File: config.mk
export PLATFORM = sky130hd
export DESIGN_NAME = fifo_synch_param_flat
export DESIGN_NICKNAME = d
export VERILOG_FILES = /design/src/rtl/fifo_pkg.sv /design/src/rtl/fifo_synch_param_if.sv /design/src/rtl/fifo_wrap_ptr.sv /design/src/rtl/fifo_synch_param.sv /design/src/flat_wrapper.sv
export SDC_FILE = /design/constraint.sdc
export NUM_CORES = 1
export LEC_CHECK = 0
export ABC_AREA = 0
export ABC_CLOCK_PERIOD_IN_PS = 1900
export CAP_MARGIN = 5
export CORE_MARGIN = 1
export CORE_UTILIZATION = 53
export CTS_CLUSTER_SIZE = 8
export DETAILED_ROUTE_END_ITERATION = 10
export GPL_TIMING_DRIVEN = 0
export MAX_ROUTING_LAYER = met4
export PLACE_DENSITY = 0.72
export SYNTH_ARGS = -nofsm -noshare
export SYNTH_HDL_FRONTEND = slang
export SYNTH_HIERARCHICAL = 1
export SYNTH_SLANG_ARGS = --single-unit
File: constraint.sdc
create_clock -name clk -period 1.9 [get_ports clk]
set_input_delay 0.57 -clock clk [delete_from_list [all_inputs] [get_ports clk]]
set_output_delay 0.57 -clock clk [all_outputs]
set_load 0.05 [all_outputs]
File: src/rtl/fifo_pkg.sv
// Shared helpers for the synchronous FIFO family.
// count_width : bits needed to hold 0..depth
// ptr_inc     : pointer increment with wrap at depth-1 (non-power-of-2 depths)
// params_ok   : parameter legality check reused by FIFO variants
package fifo_pkg;

  typedef enum logic {ModeStd, ModeFwft} read_mode_e;

  function automatic int unsigned count_width(int unsigned depth);
    return $clog2(depth + 1);
  endfunction

  function automatic int unsigned ptr_inc(int unsigned ptr, int unsigned depth);
    return (ptr == depth - 1) ? 0 : ptr + 1;
  endfunction

  function automatic bit params_ok(int unsigned width, int unsigned depth,
                                   int unsigned asize, int unsigned af,
                                   int unsigned ae, int unsigned fwft);
    if (width < 1 || depth < 2) return 1'b0;
    if (asize < 1 || asize > 30) return 1'b0;
    if ((32'd1 << asize) < depth) return 1'b0;
    if (count_width(depth) > asize + 1) return 1'b0;
    if (af < 1 || af > depth) return 1'b0;
    if (ae > depth - 1) return 1'b0;
    if (fwft > 1) return 1'b0;
    return 1'b1;
  endfunction

endpackage

File: src/rtl/fifo_synch_param_if.sv
// Handshake/status bundle of fifo_synch_param.
// master : producer/consumer side (drives clr, w_en, wdata, r_en)
// slave  : FIFO side (drives rdata, count and all flags)
interface fifo_synch_param_if #(
  parameter int unsigned MEMORY_WIDTH = 8,
  parameter int unsigned ADDRESS_SIZE = 4
);
  logic                    clr;
  logic                    w_en;
  logic [MEMORY_WIDTH-1:0] wdata;
  logic                    r_en;
  logic [MEMORY_WIDTH-1:0] rdata;
  logic                    full;
  logic                    empty;
  logic                    almost_full;
  logic                    almost_empty;
  logic [ADDRESS_SIZE:0]   count;
  logic                    overflow;
  logic                    underflow;

  modport master (
    output clr, w_en, wdata, r_en,
    input  rdata, full, empty, almost_full, almost_empty, count, overflow, underflow
  );

  modport slave (
    input  clr, w_en, wdata, r_en,
    output rdata, full, empty, almost_full, almost_empty, count, overflow, underflow
  );
endinterface

File: src/rtl/fifo_wrap_ptr.sv
// Wrapping pointer counter: counts 0..MEMORY_DEPTH-1 then back to 0.
// Ports: clk, rst (async, active-high), clr (sync to 0), en (advance), ptr (current value)
module fifo_wrap_ptr
  import fifo_pkg::*;
#(
  parameter int unsigned ADDRESS_SIZE = 4,
  parameter int unsigned MEMORY_DEPTH = 12
) (
  input  logic                    clk,
  input  logic                    rst,
  input  logic                    clr,
  input  logic                    en,
  output logic [ADDRESS_SIZE-1:0] ptr
);

  logic [ADDRESS_SIZE-1:0] ptr_next;

  always_comb begin
    ptr_next = ADDRESS_SIZE'(ptr_inc(32'(ptr), MEMORY_DEPTH));
  end

  always_ff @(posedge clk or posedge rst) begin
    if (rst) begin
      ptr <= '0;
    end else if (clr) begin
      ptr <= '0;
    end else if (en) begin
      ptr <= ptr_next;
    end
  end

endmodule

File: src/rtl/fifo_synch_param.sv
// Single-clock parametrised FIFO with fill count, almost-full/empty thresholds,
// sticky overflow/underflow, synchronous flush and standard or FWFT read mode.
// Ports: clk, rst (async, active-high), bus (slave side of fifo_synch_param_if:
// clr, w_en, wdata, r_en in; rdata, full, empty, almost_full, almost_empty,
// count, overflow, underflow out). All status outputs are registered.
module fifo_synch_param
  import fifo_pkg::*;
#(
  parameter int unsigned MEMORY_WIDTH = 8,
  parameter int unsigned MEMORY_DEPTH = 12,
  parameter int unsigned ADDRESS_SIZE = 4,
  parameter int unsigned AF_THRESH    = 10,
  parameter int unsigned AE_THRESH    = 2,
  parameter int unsigned FWFT         = 0
) (
  input logic               clk,
  input logic               rst,
  fifo_synch_param_if.slave bus
);

  if (!params_ok(MEMORY_WIDTH, MEMORY_DEPTH, ADDRESS_SIZE, AF_THRESH, AE_THRESH, FWFT))
  begin : g_param_err
    $error("fifo_synch_param: illegal parameter combination");
  end

  localparam int unsigned CountW = ADDRESS_SIZE + 1;
  typedef logic [CountW-1:0] count_t;
  localparam count_t     DepthCnt = count_t'(MEMORY_DEPTH);
  localparam count_t     AfCnt    = count_t'(AF_THRESH);
  localparam count_t     AeCnt    = count_t'(AE_THRESH);
  localparam read_mode_e Mode     = (FWFT != 0) ? ModeFwft : ModeStd;

  logic [MEMORY_WIDTH-1:0] mem [MEMORY_DEPTH];
  logic [ADDRESS_SIZE-1:0] w_ptr;
  logic [ADDRESS_SIZE-1:0] r_ptr;
  count_t                  count_q;
  count_t                  count_d;
  logic                    full_q;
  logic                    empty_q;
  logic                    af_q;
  logic                    ae_q;
  logic                    ovf_q;
  logic                    unf_q;
  logic                    wa;
  logic                    ra;

  // When full, a write only fits alongside a read; flags are registered so
  // the decision uses last-edge state, never the current request.
  always_comb begin
    wa      = bus.w_en && (!full_q || bus.r_en) && !bus.clr;
    ra      = bus.r_en && !empty_q && !bus.clr;
    count_d = count_q;
    if (bus.clr) begin
      count_d = '0;
    end else if (wa && !ra) begin
      count_d = count_q + 1'b1;
    end else if (ra && !wa) begin
      count_d = count_q - 1'b1;
    end
  end

  fifo_wrap_ptr #(
    .ADDRESS_SIZE(ADDRESS_SIZE),
    .MEMORY_DEPTH(MEMORY_DEPTH)
  ) u_w_ptr (
    .clk(clk),
    .rst(rst),
    .clr(bus.clr),
    .en (wa),
    .ptr(w_ptr)
  );

  fifo_wrap_ptr #(
    .ADDRESS_SIZE(ADDRESS_SIZE),
    .MEMORY_DEPTH(MEMORY_DEPTH)
  ) u_r_ptr (
    .clk(clk),
    .rst(rst),
    .clr(bus.clr),
    .en (ra),
    .ptr(r_ptr)
  );

  always_ff @(posedge clk or posedge rst) begin
    if (rst) begin
      count_q <= '0;
      full_q  <= 1'b0;
      empty_q <= 1'b1;
      af_q    <= 1'b0;
      ae_q    <= 1'b1;
      ovf_q   <= 1'b0;
      unf_q   <= 1'b0;
    end else begin
      count_q <= count_d;
      full_q  <= (count_d == DepthCnt);
      empty_q <= (count_d == '0);
      af_q    <= (count_d >= AfCnt);
      ae_q    <= (count_d <= AeCnt);
      if (bus.clr) begin
        ovf_q <= 1'b0;
        unf_q <= 1'b0;
      end else begin
        if (bus.w_en && !wa) ovf_q <= 1'b1;
        if (bus.r_en && !ra) unf_q <= 1'b1;
      end
    end
  end

  // Storage is not reset. Non-blocking write gives read-before-write when a
  // full FIFO reads and writes the same slot.
  always_ff @(posedge clk) begin
    if (wa) begin
      mem[w_ptr] <= bus.wdata;
    end
  end

  if (Mode == ModeFwft) begin : g_fwft
    // Head word is visible whenever data is present; zero while empty.
    always_comb begin
      bus.rdata = empty_q ? '0 : mem[r_ptr];
    end
  end else begin : g_std
    logic [MEMORY_WIDTH-1:0] rdata_q;

    always_ff @(posedge clk or posedge rst) begin
      if (rst) begin
        rdata_q <= '0;
      end else if (ra) begin
        rdata_q <= mem[r_ptr];
      end
    end

    always_comb begin
      bus.rdata = rdata_q;
    end
  end

  always_comb begin
    bus.full         = full_q;
    bus.empty        = empty_q;
    bus.almost_full  = af_q;
    bus.almost_empty = ae_q;
    bus.count        = count_q;
    bus.overflow     = ovf_q;
    bus.underflow    = unf_q;
  end

endmodule

File: src/flat_wrapper.sv
// flat-port wrapper written by rule: the top's interface ports become plain ports
module fifo_synch_param_flat import fifo_pkg::*;
#(
  parameter int unsigned MEMORY_WIDTH = 8,
  parameter int unsigned MEMORY_DEPTH = 12,
  parameter int unsigned ADDRESS_SIZE = 4,
  parameter int unsigned AF_THRESH    = 10,
  parameter int unsigned AE_THRESH    = 2,
  parameter int unsigned FWFT         = 0
)
  (clk, rst, bus_clr, bus_w_en, bus_wdata, bus_r_en, bus_rdata, bus_full, bus_empty, bus_almost_full, bus_almost_empty, bus_count, bus_overflow, bus_underflow);
  fifo_synch_param_if #(.MEMORY_WIDTH(MEMORY_WIDTH), .ADDRESS_SIZE(ADDRESS_SIZE)) bus_i ();
  input logic clk;
  input logic rst;
  input wire logic [$bits(bus_i.clr)-1:0] bus_clr;
  input wire logic [$bits(bus_i.w_en)-1:0] bus_w_en;
  input wire logic [$bits(bus_i.wdata)-1:0] bus_wdata;
  input wire logic [$bits(bus_i.r_en)-1:0] bus_r_en;
  output wire logic [$bits(bus_i.rdata)-1:0] bus_rdata;
  output wire logic [$bits(bus_i.full)-1:0] bus_full;
  output wire logic [$bits(bus_i.empty)-1:0] bus_empty;
  output wire logic [$bits(bus_i.almost_full)-1:0] bus_almost_full;
  output wire logic [$bits(bus_i.almost_empty)-1:0] bus_almost_empty;
  output wire logic [$bits(bus_i.count)-1:0] bus_count;
  output wire logic [$bits(bus_i.overflow)-1:0] bus_overflow;
  output wire logic [$bits(bus_i.underflow)-1:0] bus_underflow;
  assign bus_i.clr = bus_clr;
  assign bus_i.w_en = bus_w_en;
  assign bus_i.wdata = bus_wdata;
  assign bus_i.r_en = bus_r_en;
  assign bus_rdata = bus_i.rdata;
  assign bus_full = bus_i.full;
  assign bus_empty = bus_i.empty;
  assign bus_almost_full = bus_i.almost_full;
  assign bus_almost_empty = bus_i.almost_empty;
  assign bus_count = bus_i.count;
  assign bus_overflow = bus_i.overflow;
  assign bus_underflow = bus_i.underflow;
  fifo_synch_param #(.MEMORY_WIDTH(MEMORY_WIDTH), .MEMORY_DEPTH(MEMORY_DEPTH), .ADDRESS_SIZE(ADDRESS_SIZE), .AF_THRESH(AF_THRESH), .AE_THRESH(AE_THRESH), .FWFT(FWFT)) u_core (.clk(clk), .rst(rst), .bus(bus_i));
endmodule
==> impl_results.md <==
* Sequential power share at between 40% and 50%
* Setup Viol. Count Final at 0
* Crit Path Category: reg -> reg
* Gate power share at 20.2%
* Die width at around 100 µm
* Post-Syn Instances at 303
* Area delta synth->final at 32.0%
* Clock Latency Late Sink at 520 ps
* DRT Pass-1 Iters at 4
* Final Hold Vio Count at 0
* Drt drc at 0
* DR vias/cell at 5.60
* Post-layout min period at 1860 ps
* Int Power at 5.70 mW
* Status: completed
* Die Area at 9890 µm²
* Mapped cell area at 5030 µm²
* Vias in the first global route at 2909
* IO Pins at 32
* Global Route Usage Sum at between 20% and 30%
* Clock buffer depth at 2
* Syn. warnings at 6
* RSZ-0062 raised after global routing: true
* CTS clk-pin slew, worst paths at around 60 ps
* GRT overflow at 0
* Via Count at 2920
* Fin crit share at 97.9%
* Flops & latches, synth at 123
* Fmax at roughly 540 MHz
* CTS tree: yes
* Nets at 396
* Leak pwr at 2.32 nW
* Core footprint at 9240 µm²
* Synth cell types at 40
* Final Wtd Congestion at around 0.87
* VDD IR max at 819 µV
* Tot Pwr at 7.98 mW
* Worst hold path class: in -> async
* R2R Path Start: u_core/u_r_ptr/ptr[0]$_DFFE_PP0P_
* Top FF cell, synth: edfxtp_1
* Max-capacitance violation count at 0
* Clock Sinks at approximately 120
* Final TNS setup at 0 ps
* Cell Count, Final, Fillers Out at 521
* Worst Path Required at between 2000 and 2500 ps
* Worst Skew at around 7.0 ps
* Initial antenna violation count at 0
* DP HPWL at 6270 µm
* Sw power at 2.28 mW
* Pin count of the biggest net entering global routing at 20
* Worst slew pin tran at 761 ps
* Slew Limit Headroom at about half
* Async SR Flop Fraction at 22.0%
* Placed cell count at 463
* Routed Antenna Nets at 0
* Sw Ratio at between 20% and 30%
* Pre-CTS setup slack at -1340 ps
* CP arrival at 2250 ps
* First-pass GRT wire length at 15800 µm
* Die Ht at between 90 and 100 µm
* Initial Util at 54.5%
* DR WL/cell at 20.0 µm
* R2R Path End: u_core/bus.rdata[3]$_DFFE_PP0P_
* # diodes at 0
* Pwr/cell area at roughly 1200 nW/µm²
* CTS buffer count at 17
* Flop2flop setup slack at just over 40 ps
* Synthesized area per cell at approximately 17 µm²
* Port-buffer cells at 31
* Post-synth EDFFs at 96
* Cell count of the worst reg-to-reg path at 7
* CP Max Fanout at 5
* CP startpoint kind: register
* Layout cells sized above 1 at 39.5%
* Max Slew Vio Count at 0
* Hold-fix buffers at CTS at 0
* CTS Root Cell: clkbuf_8
* Crit. End Element: register
* Initial DRC count at around 180
* Seq/Total Area, Yosys at 70.7%
* Syn nets at 320
* Num rows at 35
* Final hold slack at 418 ps
* H-tree depth at 4
* Total Wirelength at between 10000 and 15000 µm
* Clock power frac at between 30% and 40%
* Worst Setup Slack, final at 40.6 ps
-- timing repair --
action | CTS | global route
resized for setup | 105 | 23
gates cloned | 0 | 1
buffers inserted | 19 | 6
setup endpoints to repair | 137 | 12
pin swaps | 11 | 5
-- registers in the layout, summed over array words and instances, names as in the netlist --
register                 cells
u_core/mem                  96
u_core/bus.rdata             8
u_core/bus.count             5
u_core/u_r_ptr/ptr           4
u_core/u_w_ptr/ptr           4
u_core/bus.almost_empty      1
u_core/bus.almost_full       1
u_core/bus.empty             1
u_core/bus.full              1
u_core/bus.overflow          1
u_core/bus.underflow         1
-- worst max-delay path: stages, from the launching register on --
cell     delay [ps]
dfrtp_1         370
buf_6           160
buf_12          130
mux4_2          540
mux2i_2         210
nor2_1           60
a21oi_1         160
a21oi_1         100
-- power groups by stage --
stage          combinational (mW)  clock (mW)  sequential (mW)
3_5_place_dp                 1.44           0             3.26
6_report                     1.61        3.16             3.21
5_1_grt                      1.72        3.32             3.23
3_3_place_gp                 1.42           0             3.25
4_1_cts                      1.49        3.19             3.21
2_1_floorplan               0.508           0             3.72
-- layer usage --
metal,GRT usage (%),part of all wire (%),wire length (µm)
met5,-,0,0
met2,35.4,50,5210
met1,31.4,44,4580
met4,6.90,0.59,61
met3,7.10,5.3,551
-- cells in the final DEF (no fill, tap or decap), types with 3 or more instances in the layout --
master,synthesis,final
clkinvlp_4,0,4
nor3_4,0,3
clkdlybuf4s50_1,0,9
clkbuf_8,0,3
buf_12,0,7
clkbuf_16,0,17
edfxtp_1,96,96
clkinv_2,0,4
nor2_1,38,27
clkinv_4,0,3
ha_1,4,4
o21ai_0,5,5
mux2i_2,0,4
dfrtp_2,0,4
clkdlybuf4s15_2,0,12
a21oi_1,23,21
clkbuf_4,0,3
nor2b_1,5,4
buf_2,4,6
nand3b_1,3,3
inv_1,5,4
nand2b_1,9,7
bufinv_16,0,3
mux4_2,24,24
dfrtp_1,25,21
nand2_1,8,8
nor2_4,0,10
mux2i_1,14,9
buf_4,0,20
-- logic make-up after synthesis --
kind of cell	Yosys count	share of synthesized area, %
adders and majority gates	4	0.994
and+or+nand+nor	81	8.50
xor gates and xnor gates	1	0.174
AOI/OAI and AO/OA	40	4.80
buffers and inverters	16	1.29
DFF	123	70.7
muxes	38	13.5
-- synthesized netlist by cell type, types with 3 or more instances --
cell,number,area [µm²]
nand2b_1,9,56.3
nor2_1,38,143
nor3_1,3,15.0
mux2i_1,14,140
inv_1,5,18.8
o21ai_1,3,15.0
nor2b_1,5,31.3
mux4_2,24,541
a21oi_1,23,115
buf_2,4,20.0
ha_1,4,50.1
dfrtp_1,25,626
o21ai_0,5,25.0
edfxtp_1,96,2880
nand2_1,8,30.0
clkbuf_1,5,18.8
nand3b_1,3,22.5
nand3_1,3,15.0
-- worst max path at each step --
stage	from	cells past startpoint	endpoint
6_report	u_core/u_r_ptr/ptr[0]$_DFFE_PP0P_	7	u_core/bus.rdata[3]$_DFFE_PP0P_
5_1_grt	u_core/u_r_ptr/ptr[0]$_DFFE_PP0P_	7	u_core/bus.rdata[3]$_DFFE_PP0P_
4_1_cts	u_core/bus.count[1]$_DFF_PP0_	1	bus_count[1]
3_5_place_dp	bus_clr	7	u_core/u_r_ptr/ptr[3]$_DFFE_PP0P_
3_3_place_gp	bus_clr	7	u_core/u_r_ptr/ptr[3]$_DFFE_PP0P_
2_1_floorplan	bus_clr	5	u_core/mem[8][0]$_DFFE_PP_
-- cell type report --
class | instances | area (µm²)
plain buffers | 11 | 120
clock buffers | 17 | 414
clock inverters | 15 | 175
fillers | 561 | 2590
inverters | 5 | 18.8
multi-input cells | 164 | 1630
flip-flops and latches | 123 | 3570
well taps | 129 | 161
repair buffers | 57 | 563
-- through the flow --
stage,instance area (µm²),utilization (%)
3_5_place_dp,5610,60.8
3_3_place_gp,5610,60.8
6_report,6650,71.9
4_1_cts,6530,70.6
5_1_grt,6650,71.9
2_1_floorplan,5140,-
No activity file was read; power rests on OpenSTA's default activity.
==> edit: new RTL, same settings <==
`FWFT` is set to 0 in 2 places; all go to 1.
--- a/src/rtl/fifo_synch_param.sv
+++ b/src/rtl/fifo_synch_param.sv
@@ -12,5 +12,5 @@
   parameter int unsigned AF_THRESH    = 10,
   parameter int unsigned AE_THRESH    = 2,
-  parameter int unsigned FWFT         = 0
+  parameter int unsigned FWFT         = 1
 ) (
   input logic               clk,
--- a/src/flat_wrapper.sv
+++ b/src/flat_wrapper.sv
@@ -7,5 +7,5 @@
   parameter int unsigned AF_THRESH    = 10,
   parameter int unsigned AE_THRESH    = 2,
-  parameter int unsigned FWFT         = 0
+  parameter int unsigned FWFT         = 1
 )
   (clk, rst, bus_clr, bus_w_en, bus_wdata, bus_r_en, bus_rdata, bus_full, bus_empty, bus_almost_full, bus_almost_empty, bus_count, bus_overflow, bus_underflow);
Formal check against the unedited RTL: not equivalent (a bounded check fails within 4 cycles, from zero or initial values and one cycle with rst high).
==> edit against the unedited design <==
- the run now ends with design-rule violations, negative setup slack left
- critical path type is now reg2out
- sequential cell count decreased by 8
- critical path depth increased by 2
- register-to-register slack got worse by 0.17 ns
- clock power decreased by 4%
- largest power group is now the clock network
- core utilization increased by 1.6 points
- synthesized area decreased by 3.5%
- sequential power decreased by 10%
- power decreased by 7.8%
- worst setup slack got worse by 1.1 ns
- die area decreased by 3.4%
- routed wire length increased by 0.31%
- cell area decreased by 2.5%
==> edit: results <==
group,metric,value,unit
place,io_buffers,31,
setup_path,cp.arrival,2.34,ns
sta,setup_ws,-1.01,ns
clock_tree,clk-insertion-delay-late,0.51,ns
sta,fin_setup_tns,-7.99,ns
cells_and_area,n_antenna_cell,0,
setup_path,cp_slowest_cell,"mux4_2",
clock_tree,h-tree-depth,4,
power_and_ir_drop,p_leak,2.24,nW
routing,post_drt_wl_per_cell,21.3,µm
synthesis,synth_seq_area_share,69.2,%
run_status,violations,"design-rule violations, negative setup slack",
run_status,status,"complete, but fails checks",
routing,drtPass1Iterations,7,
routing,remaining_drc_errors,8,
place,hpwl,6080,µm
global_routing,grt_pass1_vias,2912,
routing,wl,10400,µm
clock_tree,cts_made_buffers,17,
setup_path,cpPeakStageDelay,0.50,ns
clock_tree,clk_pin_slew_worst_paths,0.06,ns
synthesis,synth_compound_area_share,4.69,%
sta,slew_headroom,62.5,%
synthesis,synthesis.nets,314,
setup_path,cp_max_fo,6,
power_and_ir_drop,ir_drop,0.743,mV
sta,finalSetupViolCount,9,
cells_and_area,drive_gt1_share,42.8,%
synthesis,synth_adder_area_share,1.03,%
synthesis,yosys_warnings,6,
routing,dr_total_vias,2792,
global_routing,grt_start_max_net_pins,17,
synthesis,synth_xor_area_share,0.360,%
synthesis,synth_top_cells_by_count,"edfxtp_1 (96), nor2_1 (34), mux4_2 (24), dfrtp_1 (17), nand2_1 (16)",
sta,skew,0.00813,ns
clock_tree,clock_path_buffers,2,
synthesis,ys_types,43,
place,dp_slack,-1.37,ns
global_routing,grtUsageTotal,24.3,%
synthesis,synth_edf_count,96,
cells_and_area,largest_reg_flops,96,
floorplan,fp.dieW,97.8,µm
place,dp_cells,436,
cells_and_area,fin_nets,385,
synthesis,synth.area.mux_share,14.3,%
setup_path,crit_family,"multiplexers",
place,gp_congestion,0.815,
synthesis,async_reset_ff_share,16.5,%
routing,drt_first_iter_violations,168,
clock_tree,cts_root_buffer,"clkbuf_8",
hold_path,min_path_type,"in2async",
global_routing,grt_pass1_wl,16100,µm
global_routing,antenna_found_initial,0,
synthesis,synth_area_leaders,"edfxtp_1 (59%), mux4_2 (11%), dfrtp_1 (8.8%)",
cells_and_area,largest-register,"u_core/mem",
synthesis,synth.avg_cell_area,16.4,µm²
edit: metal layers:
layer | track usage [%] | up-vias | share of wire, %
li1 | - | 1313 | -
met1 | 29.7 | 1396 | 42
met4 | 8.51 | 0 | 1.6
met2 | 40.2 | 67 | 53
met5 | - | - | 0
met3 | 5.51 | 16 | 3.9
edit: worst reg2reg max path, cell delays in order (launching register included):
cell and delay (ns):
dfstp_2 0.56, clkbuf_4 0.33, nor3b_1 0.12, a221oi_1 0.38, a311oi_2 0.13, a31o_2 0.24
a21o_1 0.17
edit: cell families (layout without fill, tap and decap cells):
family / count (synthesis) / after routing
fa+ha+maj: 4 / 4
mux: 38 / 38
xor+xnor: 2 / 2
simple gates: 83 / 83
flops: 115 / 115
buf+inv: 21 / 105
compound gates: 34 / 34
edit: repair_timing:
action | 4_1_cts | 5_1_grt
gates cloned | 1 | 0
pin swaps | 7 | 7
setup endpoints to repair | 121 | 60
resized for setup | 129 | 14
buffers inserted | 15 | 5
edit: stage by stage:
step | area, µm² | hold WS, ns
after floorplan | 5100 | 0.336
after global placement | 5550 | 0.485
after detailed placement | 5550 | 0.486
after CTS | 6400 | 0.303
after global routing | 6480 | 0.328
final | 6480 | 0.306
edit: power breakdown:
group / internal [W] / switching (W) / total [W]
combinational: 0.000571 / 0.000869 / 0.00144
clock: 0.00187 / 0.00116 / 0.00303
sequential: 0.00282 / 0.0000680 / 0.00289
edit: final cells by class:
type                            instances  area [µm²]
Buffer                                 12         134
Clock buffer                           17         414
Clock inverter                         15         160
Fill cell                             536        2330
Inverter                                9        36.3
Multi-Input combinational cell        161        1680
Sequential cell                       115        3360
Tap cell                              108         135
Timing Repair Buffer                   52         554
edit: path summary, 6_finish.rpt:
check | startpoint | to | slack (ns) | cells past startpoint
max in group asynchronous | rst | u_core/bus.almost_empty$_DFF_PP1_ | 1.13 | 2
min | rst | u_core/u_w_ptr/ptr[3]$_DFFE_PP0P_ | 0.31 | 2
min reg2reg | u_core/bus.underflow$_DFFE_PP0P_ | u_core/bus.underflow$_DFFE_PP0P_ | 0.50 | 2
max | u_core/u_r_ptr/ptr[0]$_DFFE_PP0P_ | bus_rdata[1] | -1.01 | 9
min in group clk | bus_clr | u_core/u_w_ptr/ptr[0]$_DFFE_PP0P_ | 0.35 | 2
max reg2reg | u_core/bus.empty$_DFF_PP1_ | u_core/bus.almost_full$_DFF_PP0_ | -0.13 | 6
